--- src/rtl/spi_input_conditioner.sv ---
// -----------------------------------------------------------------------------
// spi_input_conditioner
//
// Conditions the raw SPI pad inputs (bit0 = cs, bit1 = sclk, bit2 = mosi) for
// the SPI memory slave. Each channel is brought into the clk domain by a
// two-flop synchronizer and then debounced. The block emits clean levels plus
// one-cycle rising/falling strobes that coincide with the cycle in which the
// conditioned level first shows the new value.
//
// Optional feature macro: SPI_COND_DEBOUNCE_EN
//   defined   - per-channel debounce counters. A change at the synchronizer
//               output must persist for WAIT_TIME+1 consecutive cycles before
//               it commits.
//   undefined - no counters. The synchronizer output is forwarded every edge,
//               and any difference produces a strobe.
//
// Parameters:
//   WIDTH          number of channels
//   COUNTER_WIDTH  width of each debounce counter (debounce build only)
//   WAIT_TIME      extra stable cycles before a change commits (debounce only)
//   RESET_VAL      per-channel reset level (cs idles high)
//
// Ports:
//   clk           in   system clock, rising edge
//   reset_n       in   asynchronous active-low reset
//   noisysignal   in   [WIDTH]  raw asynchronous pad inputs
//   conditioned   out  [WIDTH]  synchronized, debounced levels
//   positiveedge  out  [WIDTH]  one-cycle strobe on conditioned 0->1
//   negativeedge  out  [WIDTH]  one-cycle strobe on conditioned 1->0
// -----------------------------------------------------------------------------
module spi_input_conditioner #(
    parameter int unsigned       WIDTH         = 3,
    parameter int unsigned       COUNTER_WIDTH = 4,
    parameter int unsigned       WAIT_TIME     = 3,
    parameter logic [WIDTH-1:0]  RESET_VAL     = WIDTH'(1)
) (
    input  logic             clk,
    input  logic             reset_n,
    input  logic [WIDTH-1:0] noisysignal,
    output logic [WIDTH-1:0] conditioned,
    output logic [WIDTH-1:0] positiveedge,
    output logic [WIDTH-1:0] negativeedge
);

    // The counter must be able to reach WAIT_TIME without wrapping.
    if (WAIT_TIME > (2 ** COUNTER_WIDTH) - 1) begin : g_bad_wait_time
        $error("WAIT_TIME does not fit in COUNTER_WIDTH bits");
    end

    logic [WIDTH-1:0] sync0;
    logic [WIDTH-1:0] sync1;

    // Two-flop synchronizer; only sync1 is used downstream.
    always_ff @(posedge clk or negedge reset_n) begin
        if (!reset_n) begin
            sync0 <= RESET_VAL;
            sync1 <= RESET_VAL;
        end else begin
            sync0 <= noisysignal;
            sync1 <= sync0;
        end
    end

`ifdef SPI_COND_DEBOUNCE_EN

    logic [COUNTER_WIDTH-1:0] cnt [WIDTH];

    // Per channel:
    //   match  : sync1 equals the committed level -> clear count, no strobe
    //   count  : differs, count not yet WAIT_TIME -> increment
    //   commit : differs for WAIT_TIME+1 cycles    -> take new level, strobe
    always_ff @(posedge clk or negedge reset_n) begin
        if (!reset_n) begin
            conditioned  <= RESET_VAL;
            positiveedge <= '0;
            negativeedge <= '0;
            for (int unsigned i = 0; i < WIDTH; i++) begin
                cnt[i] <= '0;
            end
        end else begin
            for (int unsigned i = 0; i < WIDTH; i++) begin
                positiveedge[i] <= 1'b0;
                negativeedge[i] <= 1'b0;
                if (sync1[i] == conditioned[i]) begin
                    cnt[i] <= '0;
                end else if (cnt[i] != COUNTER_WIDTH'(WAIT_TIME)) begin
                    cnt[i] <= cnt[i] + 1'b1;
                end else begin
                    cnt[i]          <= '0;
                    conditioned[i]  <= sync1[i];
                    positiveedge[i] <= sync1[i];
                    negativeedge[i] <= ~sync1[i];
                end
            end
        end
    end

`else

    // No filtering: forward sync1 and strobe on every difference.
    always_ff @(posedge clk or negedge reset_n) begin
        if (!reset_n) begin
            conditioned  <= RESET_VAL;
            positiveedge <= '0;
            negativeedge <= '0;
        end else begin
            conditioned  <= sync1;
            positiveedge <= sync1 & ~conditioned;
            negativeedge <= ~sync1 & conditioned;
        end
    end

`endif

endmodule

--- config.mk ---
export PLATFORM = sky130hd
export DESIGN_NAME = spi_input_conditioner
export DESIGN_NICKNAME = d
export VERILOG_FILES = /design/src/rtl/spi_input_conditioner.sv
export SDC_FILE = /design/constraint.sdc
export NUM_CORES = 1
export LEC_CHECK = 0
export BUFFER_PORTS_ARGS = -buffer_cell sky130_fd_sc_hd__buf_2
export CAP_MARGIN = 20
export CORE_AREA = 2 2 39 41
export CTS_CLUSTER_DIAMETER = 200
export DETAILED_ROUTE_END_ITERATION = 10
export DIE_AREA = 0 0 41 43
export PLACE_DENSITY = 0.54
export RECOVER_POWER = 25
export SLEW_MARGIN = 20
export SYNTH_ARGS = -nofsm -noshare
export SYNTH_HDL_FRONTEND = slang
export SYNTH_SLANG_ARGS = --single-unit
--- constraint.sdc ---
create_clock -name clk -period 2.5 [get_ports clk]
set_input_delay 0.5 -clock clk [delete_from_list [all_inputs] [get_ports clk]]
set_output_delay 0.5 -clock clk [all_outputs]
set_load 0.01 [all_outputs]
* Word-level counts from Yosys, hierarchy flattened
Cells that the tools add are included. Widths: inputs -> output; s select.
Storage, ports and cells: bits in registers 15, bits in latches 0, memory bits (writable) 0, ROM bits 0, output and inout port bits 9, memories kept 0
Operators by class: add/subtract/negate cells 0, multiply operators 0, divide/modulo/power cells 0, magnitude comparators 0, equality and inequality tests 0, shifts and indexed selects 0, multiplexer cells 0, bitwise operators 4, reductions and logical operators 0
Operator list (count):
- $and 3x3->3 | 2
- $not 3->3 | 2

* Logic depth before layout (Yosys ltp)
Gate-level depths: netlist (run 1).
depth in word-level cells 2, depth in mapped cells 1, mapped depth without buffers 1

* Worst setup path before layout (run 1)
No wires, ideal clock.
path kind reg2out, start point register conditioned[0], end point output conditioned[0], arrival 532 ps, data required time 2000 ps, slack 1468 ps, stages on the path, launching flop included 1, buffers on the path 0, cells stage by stage dfstp_2
RTL lines:
- from (decl) | line 40 | output logic [WIDTH-1:0] conditioned,
- from (signal assigned) | line 107 | conditioned <= sync1;
No word-level cell between the ends.

* Final worst setup path (run 1)
start point register conditioned[0], end point output conditioned[0]
No word-level cell between the ends.

==> results of run 1 <==
metal layers:
layer,wire [µm],vias to the layer above,GRT usage (%)
li1,-,98,-
met1,163,111,9.756
met2,296,12,12.50
met3,75,0,3.141
met4,0,0,4.000
met5,0,-,0
registers in the layout (all words and copies together) (netlist names):
name,cells
conditioned,3
positiveedge,3
sync1,3
sync0,3
negativeedge,3
area by class of cell:
| type | instances | area share, % |
|---|---|---|
| sequential | 15 | 69.98 |
| timing repair buffer | 13 | 11.78 |
| multi-input combinational | 6 | 9.700 |
| tap | 16 | 3.695 |
| clock buffer | 4 | 4.850 |
logic make-up after synthesis:
family | after synthesis | share of synthesized area (%)
flip-flops | 15 | 87.83
AND/OR/NAND/NOR | 6 | 12.17
placed cells by master, fill, tap and decap left out:
cell,instances
sky130_fd_sc_hd__clkbuf_1,2
sky130_fd_sc_hd__buf_2,12
sky130_fd_sc_hd__clkbuf_4,3
sky130_fd_sc_hd__and2b_2,6
sky130_fd_sc_hd__dfstp_2,3
sky130_fd_sc_hd__dfrtp_1,12
cells in the mapped netlist, drive strengths merged:
| cell | number | area share, % |
|---|---|---|
| and2b | 6 | 12 |
| dfstp | 3 | 18 |
| dfrtp | 12 | 70 |
path summary, 6_finish.rpt:
| kind | startpoint | end | slack (ns) | cells past startpoint |
|---|---|---|---|---|
| setup / recovery | conditioned[0] | conditioned[0] | 1.08 | 1 |
| hold / removal | reset_n | conditioned[1] | 0.26 | 1 |
| setup reg to reg | sync1[0] | negativeedge[0] | 1.65 | 1 |
| hold reg to reg | sync0[0] | sync1[0] | 0.36 | 0 |
| max in group asynchronous | reset_n | sync0[2] | 1.79 | 1 |
| min in group clk | noisysignal[0] | sync0[0] | 0.32 | 1 |
report_power, final:
part / internal (mW) / total [mW] / switching [mW]
logic: 0.0111 / 0.0234 / 0.0122
registers: 0.257 / 0.261 / 0.00477
clock network: 0.0616 / 0.125 / 0.0638
total: 0.329 / 0.410 / 0.0808
metrics by stage:
stage	power, mW	utilization, %	hold WS, ns	instances
after CTS	0.4184	39.24	0.1172	54
after floorplan	0.2745	-	0.2044	21
after detailed placement	0.2911	37.34	0.3492	50
final	0.4101	39.15	0.2590	54
after global placement	0.2888	37.34	0.3322	50
after global routing	0.4352	39.15	0.3159	54
==> impl_summary.log, run 1 <==
INFO  metric critical_path.cell_chain = buf_2
INFO  metric core_area = 1384 µm²
INFO  metric cts_post_setup_buffers_inserted = 0
INFO  metric pin_count = 14
INFO  metric cts_tree = built
INFO  metric crit_path_max_incr_delay = between 0.5 and 0.6 ns
INFO  metric hp-class = input pin to asynchronous set/reset pin
INFO  metric synth_nets = 26
INFO  metric clock_path_buffers = 2
INFO  metric cts.sinks = 15
INFO  metric detail_route.wirelength = approximately 540 µm
INFO  metric max-slew-margin-rel = 51.71%
INFO  metric power_per_cell_area = about 760 nW/µm²
INFO  metric detailed_route_iter0_violations = 3
INFO  metric synth_area = ~430 µm²
INFO  metric finalSetupViolCount = 0
INFO  metric area.growth.synth_to_final = 25.51%
INFO  metric routed_wire_length_per_instance = approximately 9.9 µm
INFO  metric floorplan.initialDensity = a little under a third
INFO  metric detail_route.vias_per_cell = between 4 and 5
INFO  metric layout.area.seq = between 300 and 400 µm²
INFO  metric tightest_slew = approximately 0.72 ns
INFO  metric power.static_leakage = ~0.28 nW
INFO  metric worst_setup_path_end_kind = output pin
INFO  metric timing_hold_violations_final = 0
INFO  metric library_cell_used_as_clock_root_buffer = sky130_fd_sc_hd__clkbuf_4
INFO  metric drv_slew = 0
INFO  metric die_h = between 40 and 50 µm
INFO  metric count_of_unique_library_cells_instantiated_by_yosys = 3
INFO  metric worst_ep_required_time = 2.00 ns
INFO  metric post_cts.resized_instances = 0
INFO  metric fin_crit_sh = between 50% and 60%
INFO  metric setup.worst_path.start_class = register
INFO  metric rows = 14
INFO  metric irDropWorstVdd = about 0.00030 V
INFO  metric vias = 221
INFO  metric yosys_register_bits = 15
INFO  metric clock.fmax = about 700 MHz
INFO  metric cp_max_fo = 3
INFO  metric synth-seq-area-share = 87.83%
INFO  metric syn-instance-count = 21
INFO  metric area_enclosed_by_the_die_boundary = ~1800 µm²
INFO  metric number_of_antenna_violations_at_the_first_check_in_global_routing = 0
INFO  metric clock_latency_on_the_worst_skew_pair = around 0.26 ns
INFO  metric ys_warn_count = 0
INFO  metric finalSetupTns = 0 ns
INFO  metric h-tree-depth = 1
INFO  metric first_global_vias = between 200 and 250
INFO  metric num-nets-final = 44
INFO  metric hold_buffers = 0
INFO  metric cts-buffers-inserted = 3
INFO  metric critPathBufInv = 1
INFO  metric global_route.overflow_total = 0
INFO  metric final_area = 541.8 µm²
INFO  metric finalClockSkew = 0.002954 ns
INFO  metric dpl_worst_slack = between 1 and 1.5 ns
INFO  metric global_route.usage.total = under 10%
INFO  metric io_buffer_count = 13
INFO  metric antenna_violating_nets_post_route = 0
INFO  metric syn_area_per_cell = 20.56 µm²
INFO  metric grt_max_degree = 16
INFO  metric rsz_0062_raised_after_global_routing = no
INFO  metric post_dp_cell_area = around 520 µm²
INFO  metric cp_top_family = flip-flops
INFO  metric worst_path_max_delay_cell = sky130_fd_sc_hd__dfstp_2
INFO  metric run_status = finished clean
INFO  metric clk_pin_slew_worst_paths = about 0.08 ns
INFO  metric timing_worst_setup_path_type = register to output pin
INFO  metric fin_ws = roughly 1.1 ns
INFO  metric layout_cells_sized_above_1 = around 63%
INFO  metric antenna_cells = 0
INFO  metric max_cap_violations = 0
INFO  metric dieWidth = 41 µm
INFO  metric detailedRoute.firstPassIterationCount = 3
INFO  metric multi_input_comb_area = ~53 µm²
INFO  metric grt_pass1_wl = 952 µm
INFO  metric min_period = around 1.4 ns
INFO  metric placer_congestion_estimate = about 0.54
INFO  metric cp.arrival = between 0.9 and 1 ns
INFO  metric detail_route.drc_violations = 0
INFO  metric filler_instances = 139
No activity file was read; power rests on OpenSTA's default activity.
==> run 2: changes to the inputs <==
Settings changed: PLACE_DENSITY 0.54 to 0.56.
Clock period 2.5 ns to 1.15 ns, I/O delays scaled along.
==> impl_summary.log, run 2 (same netlist as run 1, synthesis figures left out) <==
INFO  metric detail_route.vias_per_cell = 3.855 (-5.8%)
INFO  metric routed_wire_length_per_instance = 9.491 µm (-4.2%)
INFO  metric io_buffer_count = 13 (unchanged)
INFO  metric num-nets-final = 45 (+2.3%)
INFO  metric finalClockSkew = 0.002478 ns (-0.0004759 ns)
INFO  metric area_enclosed_by_the_die_boundary = 1763 µm² (unchanged)
INFO  metric library_cell_used_as_clock_root_buffer = sky130_fd_sc_hd__clkbuf_4
INFO  metric max-slew-margin-rel = 79.17% (+27 points)
INFO  metric global_route.usage.total = 8.736% (+0.51 points)
INFO  metric finalSetupTns = -0.006727 ns (-0.006727 ns)
INFO  metric violated_checks = setup timing
INFO  metric report.power.total = 0.9161 mW (+120%)
INFO  metric placer_congestion_estimate = 0.6194 (+16%)
INFO  metric clock_latency_on_the_worst_skew_pair = 0.28 ns (+0.02 ns)
INFO  metric worstSetupStartpoint = conditioned[0]
INFO  metric min_period = ~1.2 ns
INFO  metric clock_path_buffers = 2 (unchanged)
INFO  metric critPathBufInv = 1 (unchanged)
INFO  metric layout_cells_sized_above_1 = 66.67% (+3.5 points)
INFO  metric antenna_cells = 0 (unchanged)
INFO  metric detail_route.drc_violations = 0 (unchanged)
INFO  metric cts-buffers-inserted = 3 (unchanged)
INFO  metric max_cap_violations = 0 (unchanged)
INFO  metric run_status = finished with violations
INFO  metric hold-path-endpoint = sync0[0]
INFO  metric global_route.overflow_total = 0 (unchanged)
INFO  metric area.growth.synth_to_final = 29.86%
INFO  metric regToRegSetupSlack = 0.29 ns (-1.36 ns)
INFO  metric crit_path_max_incr_delay = 0.55 ns (about the same)
INFO  metric number_of_antenna_violations_at_the_first_check_in_global_routing = 0 (unchanged)
INFO  metric grt_pass1_wl = 910 µm (-4.4%)
INFO  metric setup.worst_path.start_class = register
INFO  metric final_core_utilization = 40.51% (+1.4 points)
INFO  metric min_delay_path_depth = 1
INFO  metric finalSetupViolCount = 1 (+1)
INFO  metric detailedRoute.firstPassIterationCount = 1 (-2)
INFO  metric fin_ws = -0.006727 ns (-1.084 ns)
INFO  metric hp-class = input pin to register
INFO  metric cts.sinks = 15 (unchanged)
INFO  metric detailed_route_iter0_violations = 0 (-3)
INFO  metric post_dp_cell_area = 516.7 µm² (unchanged)
INFO  metric timing_hold_violations_final = 0 (unchanged)
INFO  metric cts_post_setup_buffers_inserted = 0 (unchanged)
INFO  metric drv_slew = 0 (unchanged)
INFO  metric rows = 14 (unchanged)
INFO  metric h-tree-depth = 1 (unchanged)
INFO  metric hold_path.startpoint = noisysignal[0]
INFO  metric pin_count = 14 (unchanged)
INFO  metric power.static_leakage = 0.2889 nW (+4.2%)
INFO  metric dieWidth = 41 µm (unchanged)
INFO  metric r2r_start = conditioned[0]
INFO  metric cts_tree = built
INFO  metric antenna_violating_nets_post_route = 0 (unchanged)
INFO  metric irDropWorstVdd = 0.0006641 V (+120%)
INFO  metric first_global_vias = 233 (-1.3%)
INFO  metric critical_path.cell_chain = buf_6
INFO  metric final_area = 560.5 µm² (+3.5%)
INFO  metric cp_max_fo = 3 (unchanged)
INFO  metric hold_slack = 0.03990 ns (-0.2191 ns)
INFO  metric tightest_slew = 0.3124 ns (-0.4119 ns)
INFO  metric crit-reg2reg-capture = positiveedge[0]
INFO  metric worst_ep_required_time = 0.92 ns (-1.08 ns)
INFO  metric reg2reg_depth = 1 (unchanged)
INFO  metric core_area = 1384 µm² (unchanged)
INFO  metric fin_crit_sh = 100.6%
INFO  metric die_h = 43 µm (unchanged)
INFO  metric worst_path_max_delay_cell = sky130_fd_sc_hd__dfstp_2
INFO  metric detail_route.wirelength = 522 µm (-2.4%)
INFO  metric grt_max_degree = 16 (unchanged)
INFO  metric cp.arrival = 0.93 ns (about the same)
INFO  metric cp_top_family = flip-flops
INFO  metric rsz_0062_raised_after_global_routing = yes
INFO  metric floorplan.initialDensity = 31.19% (unchanged)
INFO  metric power_per_cell_area = 1634 nW/µm² (+120%)
INFO  metric most-common-layout-cells = 12 x sky130_fd_sc_hd__dfrtp_1, 12 x sky130_fd_sc_hd__buf_2, 6 x sky130_fd_sc_hd__and2b_2
INFO  metric vias = 212 (-4.1%)
INFO  metric clk_pin_slew_worst_paths = 0.09 ns (about the same)
INFO  metric timing_worst_setup_path_type = register to output pin
INFO  metric clock.fmax = between 800 and 900 MHz
INFO  metric worst_setup_path_end_kind = output pin
==> run 2: changes by cell type in the layout (fill, tap and decap cells not counted) <==
cell	change
sky130_fd_sc_hd__clkinv_2	+1
sky130_fd_sc_hd__clkbuf_1	-2
sky130_fd_sc_hd__buf_6	+1
sky130_fd_sc_hd__dlygate4sd3_1	+1
==> run 2: how the worst max path moves through the flow <==
stage                 endpoint  slack (ns)  cells past startpoint
2_1_floorplan  positiveedge[0]        0.29                      1
4_1_cts         conditioned[0]       -0.02                      1
6_report        conditioned[0]      -0.007                      1
3_3_place_gp    conditioned[0]        0.29                      1
3_5_place_dp    conditioned[0]        0.29                      1
5_1_grt         conditioned[0]       -0.05                      1
==> run 2: timing repair <==
item | in CTS | in global routing
hold endpoints to repair | 12 | 0
gates resized for setup | 1 | 0
hold buffers | 1 | 0
setup endpoints to repair | 1 | 1
==> run 2: metrics by stage <==
step | setup slack (ns) | cells
finish | -0.006727 | 55
global placement | 0.2877 | 50
global route | -0.05204 | 55
floorplan | 0.2905 | 21
detailed placement | 0.2893 | 50
CTS | -0.01782 | 55
==> run 2: layout make-up <==
type | instances | area (µm²)
fillers | 129 | 823.3
multi-input cells | 6 | 52.55
repair buffers | 14 | 81.33
clock inverters | 1 | 5.005
clock buffers | 3 | 22.52
well taps | 16 | 20.02
flip-flops and latches | 15 | 379.1
==> run 2: power by group <==
group / switching [mW] / internal, mW
clock: 0.164 / 0.129
combinational: 0.0267 / 0.0289
sequential: 0.0101 / 0.558
total: 0.200 / 0.716
==> run 2: layer usage <==
metal / part of all wire, % / global-route usage (%)
met5: 0 / 0
met2: 50 / 11.25
met3: 8.8 / 4.712
met1: 39 / 8.681
met4: 1.9 / 10.00
==> run 3: changes to the inputs <==
Settings changed: MAX_ROUTING_LAYER set to met4, PLACE_DENSITY 0.56 to 0.54.
Clock period 1.15 ns to 1.4 ns, I/O delays scaled along.
==> impl_summary.log, run 3 (same netlist as run 1, synthesis figures left out) <==
INFO  metric run_status = finished clean
INFO  metric layout_cells_sized_above_1 = 61.54% (-5.1 points)
INFO  metric placer_congestion_estimate = 0.5372 (-13%)
INFO  metric grt_max_degree = 16 (unchanged)
INFO  metric area_enclosed_by_the_die_boundary = 1763 µm² (unchanged)
INFO  metric pin_count = 14 (unchanged)
INFO  metric placed_cells_incl_taps = 50 (unchanged)
INFO  metric fin_crit_sh = a little under nine tenths
INFO  metric floorplan.initialDensity = 31.19% (unchanged)
INFO  metric multi_input_comb_area = 52.55 µm² (unchanged)
INFO  metric cp_max_fo = 3 (unchanged)
INFO  metric cts_tree = built
INFO  metric share_of_total_power_in_sequential_cells = 63.5% (+1.5 points)
INFO  metric finalClockSkew = 0.002915 ns (+0.0004364 ns)
INFO  metric power_switching_share = 19.68% (-2.2 points)
INFO  metric comb_power_share = 6.0% (about the same)
INFO  metric cts_post_setup_buffers_inserted = 0 (unchanged)
INFO  metric detail_route.drc_violations = 0 (unchanged)
INFO  metric library_cell_used_as_clock_root_buffer = sky130_fd_sc_hd__clkbuf_4
INFO  metric detailed_route_iter0_violations = 3 (+3)
INFO  metric report.power.total = 0.7343 mW (-20%)
INFO  metric power.static_leakage = 0.2835 nW (-1.9%)
INFO  metric global_route.overflow_total = 0 (unchanged)
INFO  metric rsz_0062_raised_after_global_routing = no
INFO  metric detailedRoute.firstPassIterationCount = 3 (+2)
INFO  metric first_global_vias = 236 (+1.3%)
INFO  metric clk_pin_slew_worst_paths = 0.08 ns (about the same)
INFO  metric crit_path_max_incr_delay = 0.54 ns (about the same)
INFO  metric critPathBufInv = 1 (unchanged)
INFO  metric antenna_violating_nets_post_route = 0 (unchanged)
INFO  metric worst_ep_required_time = 1.12 ns (+0.20 ns)
INFO  metric timing_hold_violations_final = 0 (unchanged)
INFO  metric most-common-layout-cells = 13 x sky130_fd_sc_hd__buf_2, 12 x sky130_fd_sc_hd__dfrtp_1, 6 x sky130_fd_sc_hd__and2b_2
INFO  metric antenna_cells = 0 (unchanged)
INFO  metric routed_wire_length_per_instance = 9.800 µm (+3.3%)
INFO  metric area.growth.synth_to_final = 28.12%
INFO  metric power_per_cell_area = 1328 nW/µm² (-19%)
INFO  metric die_h = 43 µm (unchanged)
INFO  metric core_area = 1384 µm² (unchanged)
INFO  metric setup.worst_path.start_class = register
INFO  metric final_area = 553.0 µm² (-1.3%)
INFO  metric worst_setup_path_end_kind = output pin
INFO  metric number_of_antenna_violations_at_the_first_check_in_global_routing = 0 (unchanged)
INFO  metric clock.fmax = approximately 830 MHz
INFO  metric layout.area.seq = 379.1 µm² (unchanged)
INFO  metric power.net_switching = 0.1445 mW (-28%)
INFO  metric rows = 14 (unchanged)
INFO  metric filler_instances = 137 (+6.2%)
INFO  metric cts.sinks = 15 (unchanged)
INFO  metric finalSetupTns = 0 ns (+0.006727 ns)
INFO  metric tightest_slew = 0.3062 ns (-0.006257 ns)
INFO  metric vias = 223 (+5.2%)
INFO  metric finalSetupViolCount = 0 (-1)
INFO  metric clock_power_share = 30.5% (-1.4 points)
INFO  metric clock_path_buffers = 2 (unchanged)
INFO  metric post_dp_cell_area = 516.7 µm² (unchanged)
INFO  metric min_period = approximately 1.2 ns
INFO  metric internal_power = 0.5898 mW (-18%)
INFO  metric io_buffer_count = 13 (unchanged)
INFO  metric detail_route.wirelength = 539 µm (+3.3%)
INFO  metric hp-class = input pin to register
INFO  metric final_core_utilization = 39.96% (-0.54 points)
INFO  metric critical_path.cell_chain = buf_2
INFO  metric cts-buffers-inserted = 3 (unchanged)
INFO  metric num-nets-final = 45 (unchanged)
INFO  metric irDropWorstVdd = 0.0005320 V (-20%)
INFO  metric final_common_cell = sky130_fd_sc_hd__buf_2
INFO  metric count_of_placed_standard_cells_in_the_final_layout_fillers_left_out = 55 (unchanged)
INFO  metric h-tree-depth = 1 (unchanged)
INFO  metric drv_slew = 0 (unchanged)
INFO  metric max-slew-margin-rel = 79.59% (+0.42 points)
INFO  metric timing_worst_setup_path_type = register to output pin
INFO  metric detail_route.vias_per_cell = 4.055 (+5.2%)
INFO  metric grt_pass1_wl = 952 µm (+4.6%)
INFO  metric cp.arrival = 0.92 ns (about the same)
INFO  metric dieWidth = 41 µm (unchanged)
INFO  metric max_cap_violations = 0 (unchanged)
INFO  metric worst_path_max_delay_cell = sky130_fd_sc_hd__dfstp_2
INFO  metric cp_top_family = flip-flops
INFO  metric post_cts.resized_instances = 0 (-1)
INFO  metric global_route.usage.total = 8.439% (-0.30 points)
INFO  metric clock_latency_on_the_worst_skew_pair = 0.26 ns (-0.02 ns)
run 3: cell count changes in the layout (fill, tap and decap cells not counted):
| cell | before | now |
|---|---|---|
| sky130_fd_sc_hd__buf_6 | 1 | 0 |
| sky130_fd_sc_hd__dfstp_1 | 0 | 1 |
| sky130_fd_sc_hd__clkinv_2 | 1 | 0 |
| sky130_fd_sc_hd__buf_2 | 12 | 13 |
| sky130_fd_sc_hd__dfstp_2 | 3 | 2 |
| sky130_fd_sc_hd__clkbuf_1 | 0 | 1 |
run 3: routing by layer:
metal / GRT usage (%) / share of wire (%) / up-vias
met4: 4.000 / 0 / 0
met5: - / 0 / -
met1: 9.756 / 32 / 111
met3: 3.141 / 13 / 0
met2: 12.50 / 55 / 12
li1: - / - / 100
run 3: area by class of cell:
class,count,area share (%)
well taps,16,3.620
repair buffers,14,13.57
clock buffers,4,4.751
flip-flops and latches,15,68.55
multi-input cells,6,9.502
run 3: metrics by stage:
step                hold WS (ns)  worst slack [ns]
detailed placement        0.1910            0.4908
floorplan               -0.01559            0.5405
global placement          0.1846            0.4933
CTS                      0.09846            0.1892
finish                    0.1044            0.1976
global route             0.09595            0.1540
run 3: worst paths after layout:
| kind | startpoint | endpoint | slack [ns] | cells after the start |
|---|---|---|---|---|
| hold / removal | noisysignal[0] | sync0[0] | 0.10 | 1 |
| max in group asynchronous | reset_n | sync0[0] | 0.69 | 2 |
| setup reg to reg | sync1[0] | negativeedge[0] | 0.54 | 1 |
| hold reg to reg | sync0[2] | sync1[2] | 0.36 | 0 |
| min in group asynchronous | reset_n | conditioned[1] | 0.43 | 2 |
| setup / recovery | conditioned[0] | conditioned[0] | 0.20 | 1 |
run 3: power by group through the flow:
stage | Clock (mW) | Sequential [mW] | Combinational, mW
CTS | 0.236 | 0.468 | 0.0461
detailed placement | 0 | 0.476 | 0.0440
global route | 0.259 | 0.470 | 0.0505
floorplan | 0 | 0.481 | 0.00891
global placement | 0 | 0.473 | 0.0425
finish | 0.224 | 0.466 | 0.0443
run 3: what timing repair did:
item,CTS,global route
endpoints found under the setup margin,0,0
hold buffers,1,0
hold endpoints to repair,12,0
